File: src/rtl/mem_access_unit_pkg.sv
// Shared MEM-stage definitions: FSM state encoding and bus width defaults.
package mem_access_unit_pkg;

   localparam int DATA_W_DEF = 16;
   localparam int ADDR_W_DEF = 16;

   typedef enum logic [1:0] {
      S_IDLE = 2'd0,
      S_BUSY = 2'd1,
      S_DONE = 2'd2
   } mau_state_t;

endpackage

File: src/rtl/mem_access_unit_wait_timer.sv
// Counts BUSY cycles of a data-memory request and flags when the
// final allowed cycle is reached without a response.
module mem_wait_timer #(
   parameter int TIMEOUT = 64
) (
   input  logic clk,
   input  logic rst_n,
   input  logic clr,
   input  logic en,
   output logic expired
);

   localparam int CW = (TIMEOUT > 1) ? $clog2(TIMEOUT) : 1;
   localparam logic [CW-1:0] LAST = CW'((TIMEOUT > 0) ? TIMEOUT - 1 : 0);

   logic [CW-1:0] cnt;

   always_ff @(posedge clk or negedge rst_n) begin
      if (!rst_n) begin
         cnt <= '0;
      end else if (clr) begin
         cnt <= '0;
      end else if (en) begin
         cnt <= cnt + 1'b1;
      end
   end

   // TIMEOUT of zero means wait forever
   assign expired = (TIMEOUT != 0) && en && (cnt == LAST);

endmodule

File: src/rtl/mem_access_unit.sv
// MEM-stage data-memory controller: turns EX/MEM load/store control into
// a req/ready transaction, stalling upstream and bubbling mem_wb meanwhile.
module mem_access_unit
   import mem_access_unit_pkg::*;
#(
   parameter int DATA_W  = DATA_W_DEF,
   parameter int ADDR_W  = ADDR_W_DEF,
   parameter int TIMEOUT = 64
) (
   input  logic              clk,
   input  logic              rst_n,
   input  logic              mem_read_m,
   input  logic              mem_write_m,
   input  logic              reg_write_m,
   input  logic [DATA_W-1:0] alu_result_m,
   input  logic [DATA_W-1:0] write_data_m,
   output logic              reg_write_out,
   output logic [DATA_W-1:0] mem_data_m,
   output logic              stall_m,
   output logic              dmem_req,
   output logic              dmem_we,
   output logic [ADDR_W-1:0] dmem_addr,
   output logic [DATA_W-1:0] dmem_wdata,
   input  logic [DATA_W-1:0] dmem_rdata,
   input  logic              dmem_ready,
   output logic              bus_err
);

   mau_state_t        state;
   mau_state_t        next_state;
   logic              access;
   logic              expired;
   logic              we_q;
   logic [ADDR_W-1:0] addr_q;
   logic [DATA_W-1:0] wdata_q;

   assign access = mem_read_m | mem_write_m;

   mem_wait_timer #(
      .TIMEOUT(TIMEOUT)
   ) u_timer (
      .clk    (clk),
      .rst_n  (rst_n),
      .clr    (state == S_IDLE),
      .en     (state == S_BUSY),
      .expired(expired)
   );

   always_ff @(posedge clk or negedge rst_n) begin
      if (!rst_n) begin
         state <= S_IDLE;
      end else begin
         state <= next_state;
      end
   end

   always_comb begin
      next_state = state;
      unique case (state)
         S_IDLE:  if (access) next_state = S_BUSY;
         S_BUSY:  if (dmem_ready || expired) next_state = S_DONE;
         S_DONE:  next_state = S_IDLE;
         default: next_state = S_IDLE;
      endcase
   end

   always_comb begin
      stall_m  = 1'b0;
      dmem_req = 1'b0;
      unique case (state)
         S_IDLE:  stall_m = access;
         S_BUSY: begin
            stall_m  = 1'b1;
            dmem_req = 1'b1;
         end
         default: ;
      endcase
   end

   // Ready beats a coincident timeout, so it is tested first
   always_ff @(posedge clk or negedge rst_n) begin
      if (!rst_n) begin
         we_q       <= 1'b0;
         addr_q     <= '0;
         wdata_q    <= '0;
         mem_data_m <= '0;
         bus_err    <= 1'b0;
      end else begin
         if (state == S_IDLE && access) begin
            we_q    <= mem_write_m;
            addr_q  <= alu_result_m[ADDR_W-1:0];
            wdata_q <= write_data_m;
         end
         if (state == S_BUSY) begin
            if (dmem_ready) begin
               if (!we_q) mem_data_m <= dmem_rdata;
            end else if (expired) begin
               bus_err    <= 1'b1;
               mem_data_m <= '0;
            end
         end
      end
   end

   assign dmem_we       = we_q;
   assign dmem_addr     = addr_q;
   assign dmem_wdata    = wdata_q;
   assign reg_write_out = reg_write_m & ~stall_m;

endmodule

File: config.mk
export PLATFORM = sky130hd
export DESIGN_NAME = mem_access_unit
export DESIGN_NICKNAME = d
export VERILOG_FILES = /design/src/rtl/mem_access_unit_pkg.sv /design/src/rtl/mem_access_unit_wait_timer.sv /design/src/rtl/mem_access_unit.sv
export SDC_FILE = /design/constraint.sdc
export NUM_CORES = 1
export LEC_CHECK = 0
export CAP_MARGIN = 20
export CORE_AREA = 2 2 78 80
export DETAILED_ROUTE_END_ITERATION = 12
export DIE_AREA = 0 0 80 82
export MAX_ROUTING_LAYER = met4
export PLACE_DENSITY = 0.85
export SYNTH_ARGS = -nofsm -noshare
export SYNTH_HDL_FRONTEND = slang
export SYNTH_SLANG_ARGS = --single-unit
File: constraint.sdc
create_clock -name clk -period 2.3 [get_ports clk]
set_input_delay 0.46 -clock clk [delete_from_list [all_inputs] [get_ports clk]]
set_output_delay 0.46 -clock clk [all_outputs]
set_load 0.02 [all_outputs]
==> results.sh, run 1 <==
export IMPL_setup_viol=0
export IMPL_yosysTopAreaCellShare=0.563
export IMPL_ys_ff_latch=58
export IMPL_antenna_found_initial=0
export IMPL_cp_cell_sequence="clkdlybuf4s50_1, nor3_1, nor2_1, clkdlybuf4s50_1"
export IMPL_nets=367
export IMPL_hpwl_um=4160
export IMPL_synth_edf_count=0
export IMPL_wirelength_um=6050
export IMPL_seq_area_frac_synth=0.563
export IMPL_critPathTopFamily="buffers and inverters"
export IMPL_arrival_ps=1760
export IMPL_path_buf_inv=2
export IMPL_synth_cell_type_count=34
export IMPL_gr_total_overflow=0
export IMPL_coreArea_mm2=0.00575
export IMPL_drc=0
export IMPL_ios=107
export IMPL_drtIter0Drc=108
export IMPL_clock_sinks=58
export IMPL_ir_worst_vdd_mv=0.796
export IMPL_async_flop_share=1.00
export IMPL_power_density_mw_per_mm2=1390
export IMPL_crit_fanout=2
export IMPL_cts_buffers=9
export IMPL_cp_end_kind="primary output"
export IMPL_grt_pass1_wl_um=9780
export IMPL_num_vias=2020
export IMPL_ant_nets=0
export IMPL_fin_setup_tns_ps=0
export IMPL_yosys_warnings=0
export IMPL_worst_r2r_setup_slack_ps=590
export IMPL_leakage_nw=1.62
export IMPL_cts_tree="done"
export IMPL_design_area_mm2=0.00390
export IMPL_htree_levels=3
export IMPL_start_util=0.449
export IMPL_critPathLaunchType="input port"
export IMPL_relSlewSlack=0.468
export IMPL_final_cell_mix="clkdlybuf4s50_1, dfrtp_1, mux2_2, nand2_1, a21boi_0"
export IMPL_die_w_um=80
export IMPL_num_rows=28
export IMPL_reg2reg_depth=4
export IMPL_grt_pass1_vias=2068
export IMPL_cts_root_buffer="clkbuf_8"
export IMPL_wire_per_inst_um=15.4
export IMPL_synth_area_mm2=0.00258
export IMPL_hold_buffers=0
export IMPL_max_stage_delay_ps=620
export IMPL_worstMarginPinSlew_ps=788
export IMPL_clockBufferDepth=2
export IMPL_maxSlewViolCount=0
export IMPL_yosys_top_cells_area="dfrtp_1, mux2_2, a21boi_0, a211o_2, a211o_1"
export IMPL_avgSynthCellArea_um2=13.0
export IMPL_outcome="complete, no violations"
export IMPL_grt_max_degree=59
export IMPL_required_ps=1840
export IMPL_crit_slowest_cell="clkdlybuf4s50_1"
export IMPL_cp_common_cell="clkdlybuf4s50_1"
export IMPL_die_area_mm2=0.00656
export IMPL_r2r_end="mem_data_m[2]"
export IMPL_synth_top_cell_by_area="dfrtp_1"
export IMPL_synth_flop_cell="dfrtp_1"
export IMPL_final_cells=392
export IMPL_dp_cells=376
export IMPL_critPathKind="in -> out"
export IMPL_final_common_cell="clkdlybuf4s50_1"
export IMPL_clock_fmax_mhz=451
export IMPL_clk_latency_ps=320
export IMPL_gp_congestion=0.804
export IMPL_fin_skew_ps=6.75
export IMPL_clk_pin_slew_ps=60
export IMPL_track_usage=0.201
export IMPL_period_needed_ps=2220
export IMPL_synth_cells=199
export IMPL_hold_violations=0
export IMPL_syn_num_nets=254
export IMPL_fin_crit_sh=0.963
export IMPL_area_growth_pct=51.3
export IMPL_cts_resized=1
export IMPL_placed_cell_area_mm2=0.00372
export IMPL_r2r_start="state[1]"
export IMPL_hp_class="in -> async"
export IMPL_cts_setup_buffers=0
export IMPL_rsz0062_at_grt="no"
export IMPL_die_h_um=82
export IMPL_io_buffers=106
export IMPL_cap_violations=0
export IMPL_drt_first_pass_iters=4
export IMPL_viasPerCell=5.15
export IMPL_drive_gt1_frac=0.224
export IMPL_diodes=0
-- worst max-delay path by stage --
stage | startpoint | to | depth (start not counted)
6_report | mem_read_m | stall_m | 4
5_1_grt | mem_write_m | stall_m | 4
4_1_cts | mem_read_m | stall_m | 4
3_5_place_dp | mem_write_m | reg_write_out | 5
3_3_place_gp | mem_write_m | reg_write_out | 5
2_1_floorplan | state[0] | reg_write_out | 4
-- routing by layer --
metal / share of wire / track usage / routed length (um) / vias to the layer above
met5: 0 / - / 0 / -
met4: 0.0098 / 0.0644 / 59 / 0
met3: 0.065 / 0.0725 / 390 / 7
met2: 0.50 / 0.316 / 3050 / 58
met1: 0.42 / 0.243 / 2550 / 1014
li1: - / - / - / 941
-- cells in the mapped netlist (2+ instances only) --
cell type	instances
clkbuf_1	3
buf_4	2
a22o_1	3
buf_6	6
nor3_1	13
a211o_1	8
a21boi_0	16
nand3_1	3
mux2_2	32
buf_2	3
a211o_2	8
dfrtp_1	58
and2_1	4
nand2_1	18
nor2_1	3
-- registers in the layout, indices dropped and copies added (netlist names) --
register and flops:
u_timer.cnt 6, state 2, mem_data_m 16, dmem_wdata 16
dmem_we 1, dmem_addr 16, bus_err 1
-- metrics by stage --
stage | setup slack [ps] | hold slack, ps | power (mW) | utilization
floorplan | 686 | 164 | 3.38 | -
global placement | -2.50 | 465 | 4.54 | 0.647
detailed placement | -45.9 | 480 | 4.62 | 0.647
CTS | 84.4 | 143 | 5.49 | 0.679
global route | 29.6 | 156 | 5.75 | 0.679
finish | 84.4 | 114 | 5.43 | 0.679
-- area by class of cell --
| class | instances | area (um2) |
|---|---|---|
| fillers | 459 | 1840 |
| repair buffers | 116 | 1150 |
| clock inverters | 2 | 10.0 |
| well taps | 75 | 93.8 |
| inverters | 1 | 3.75 |
| clock buffers | 14 | 173 |
| multi-input cells | 126 | 1010 |
| flip-flops and latches | 58 | 1450 |
-- power breakdown --
part / leakage (nW) / switching (mW) / internal, mW
clock network: 0.0965 / 0.379 / 0.477
logic: 0.851 / 1.31 / 1.48
registers: 0.674 / 0.297 / 1.49
total: 1.62 / 1.98 / 3.45
-- kinds of logic after synthesis --
family,after synthesis,share of synthesized area
xor+xnor,1,0.00340
buf+inv,15,0.0437
mux,33,0.144
fa+ha+maj,1,0.00485
simple gates,49,0.0985
flops,58,0.563
compound gates,42,0.143
Power figures use the tool's default switching activity.
==> inputs of run 2 (changes only) <==
--- a/config.mk
+++ b/config.mk
@@ -7,6 +7,7 @@
 export LEC_CHECK = 0
 export CAP_MARGIN = 20
 export CORE_AREA = 2 2 78 80
+export CTS_CLUSTER_DIAMETER = 120
 export DETAILED_ROUTE_END_ITERATION = 12
 export DIE_AREA = 0 0 80 82
 export MAX_ROUTING_LAYER = met4
==> results of run 2 <==
Final layout, timing and power as in run 1 (identical DEF).
==> inputs of run 3 (changes only) <==
--- a/config.mk
+++ b/config.mk
@@ -6,10 +6,12 @@
 export NUM_CORES = 1
 export LEC_CHECK = 0
 export CAP_MARGIN = 20
-export CORE_AREA = 2 2 78 80
+export CELL_PAD_IN_SITES_DETAIL_PLACEMENT = 1
+export CELL_PAD_IN_SITES_GLOBAL_PLACEMENT = 2
+export CORE_AREA = 2 2 98 100
 export CTS_CLUSTER_DIAMETER = 120
 export DETAILED_ROUTE_END_ITERATION = 12
-export DIE_AREA = 0 0 80 82
+export DIE_AREA = 0 0 100 102
 export MAX_ROUTING_LAYER = met4
 export PLACE_DENSITY = 0.85
 export SYNTH_ARGS = -nofsm -noshare
==> run 3 against run 2 <==
- global-route usage down 4.8 points
- combinational power about the same
- via count increased by 0.89%
- highest routed layer unchanged
- non-clock buffer count up 1
- final cell count increased by 9.2%
- sequential share of layout area down 0.68 points
- total power up 2.9%
- clock power grew 13%
- clock skew is 2.9 ps higher
- flip-flop and latch count did not move
- sequential power about the same
- fmax up 0.57%
==> results.sh, run 3 (same netlist as run 1, synthesis figures left out) <==
export IMPL_hold_violations=0
export IMPL_r2r_end="mem_data_m[10]"
export IMPL_relSlewSlack=0.410
export IMPL_cp_common_cell="clkdlybuf4s50_1"
export IMPL_power_density_mw_per_mm2=1400
export IMPL_cap_violations=0
export IMPL_nets=368
export IMPL_outcome="complete, no violations"
export IMPL_power_frac_seq=0.321
export IMPL_gp_congestion=0.747
export IMPL_htree_levels=3
export IMPL_num_vias=2038
export IMPL_diodes=0
export IMPL_area_growth_pct=54.1
export IMPL_drc=0
export IMPL_cts_resized=1
export IMPL_cts_tree="done"
export IMPL_p_clk_frac=0.174
export IMPL_clock_fmax_mhz=454
export IMPL_fin_setup_tns_ps=0
export IMPL_final_common_cell="clkdlybuf4s50_1"
export IMPL_clk_latency_ps=340
export IMPL_clockBufferDepth=2
export IMPL_cts_root_buffer="clkbuf_8"
export IMPL_drive_gt1_frac=0.230
export IMPL_required_ps=1840
export IMPL_power_mw=5.58
export IMPL_max_stage_delay_ps=620
export IMPL_die_h_um=102
export IMPL_ios=107
export IMPL_worstMarginPinSlew_ps=873
export IMPL_p_comb_frac=0.505
export IMPL_ant_nets=0
export IMPL_hp_class="in -> async"
export IMPL_fin_hold_ws_ps=134
export IMPL_hpwl_um=4970
export IMPL_crit_fanout=2
export IMPL_clk_pin_slew_ps=60
export IMPL_die_area_mm2=0.0102
export IMPL_viasPerCell=4.76
export IMPL_cts_setup_buffers=0
export IMPL_wire_per_inst_um=16.4
export IMPL_grt_max_degree=35
export IMPL_start_util=0.283
export IMPL_wirelength_um=7000
export IMPL_die_w_um=100
export IMPL_critPathTopFamily="buffers and inverters"
export IMPL_r2r_start="state[1]"
export IMPL_fin_skew_ps=9.64
export IMPL_reg2reg_depth=4
export IMPL_io_buffers=106
export IMPL_leakage_nw=1.63
export IMPL_setup_ws_ps=97.1
export IMPL_critPathLaunchType="input port"
export IMPL_cp_cell_sequence="clkdlybuf4s50_1, nor3_1, nor2_1, clkdlybuf4s50_1"
export IMPL_critPathKind="in -> out"
export IMPL_final_util=0.436
export IMPL_clock_sinks=58
export IMPL_period_needed_ps=2200
export IMPL_post_place_ws_ps=-32.6
export IMPL_cp_end_kind="primary output"
export IMPL_switching_power_mw=2.06
export IMPL_grt_pass1_vias=2259
export IMPL_cts_buffers=9
export IMPL_path_buf_inv=2
export IMPL_crit_slowest_cell="clkdlybuf4s50_1"
export IMPL_arrival_ps=1740
export IMPL_gr_total_overflow=0
export IMPL_drt_first_pass_iters=4
export IMPL_crit_start="mem_read_m"
export IMPL_num_rows=35
export IMPL_cp_depth=4
export IMPL_maxSlewViolCount=0
export IMPL_rsz0062_at_grt="no"
export IMPL_grt_pass1_wl_um=11400
export IMPL_hold_buffers=0
export IMPL_setup_viol=0
export IMPL_worst_r2r_setup_slack_ps=500
export IMPL_ir_worst_vdd_mv=0.613
export IMPL_p_sw_frac=0.368
export IMPL_drtIter0Drc=63
export IMPL_track_usage=0.153
export IMPL_coreArea_mm2=0.00911
export IMPL_fin_crit_sh=0.958
export IMPL_antenna_found_initial=0
export IMPL_intPower_mw=3.53
export IMPL_final_cell_mix="clkdlybuf4s50_1, dfrtp_1, mux2_2, nand2_1, a21boi_0"
-- run 3: stage by stage --
step	instances	area [um2]
after detailed placement	413	3770
final	428	3970
after floorplan	199	2580
after global placement	413	3770
after CTS	428	3970
after global routing	428	3970
-- run 3: routing by layer --
layer  part of all wire  wire [um]  global-route usage
met1               0.44       3110               0.181
met2               0.48       3340               0.246
met3              0.060        422              0.0445
met4              0.018        129              0.0601
met5                  0          0                   -
-- run 3: area by class of cell --
| class | instances | area [um2] |
|---|---|---|
| Clock buffer | 11 | 151 |
| Clock inverter | 4 | 51.3 |
| Fill cell | 998 | 5130 |
| Inverter | 1 | 3.75 |
| Multi-Input combinational cell | 126 | 1010 |
| Sequential cell | 58 | 1450 |
| Tap cell | 111 | 139 |
| Timing Repair Buffer | 117 | 1160 |
-- run 3: power groups by stage --
stage	clock network, mW	logic [mW]	registers (mW)
after floorplan	0	1.09	2.29
after global placement	0	2.82	1.78
after detailed placement	0	2.87	1.82
after CTS	1.00	2.88	1.80
after global routing	1.05	3.03	1.87
final	0.969	2.82	1.79
-- run 3: how the worst max path moves through the flow --
stage                          endpoint  slack, ps
after floorplan           reg_write_out        690
after global placement    reg_write_out       -0.3
after detailed placement  reg_write_out        -30
after CTS                       stall_m         80
after global routing            stall_m          9
final                           stall_m        100
-- run 3: worst register-to-register path, stage by stage (launching register included) --
cell and delay, ps:
dfrtp_1 470, buf_4 190, nor4bb_1 760, and2_1 230
a211o_1 100
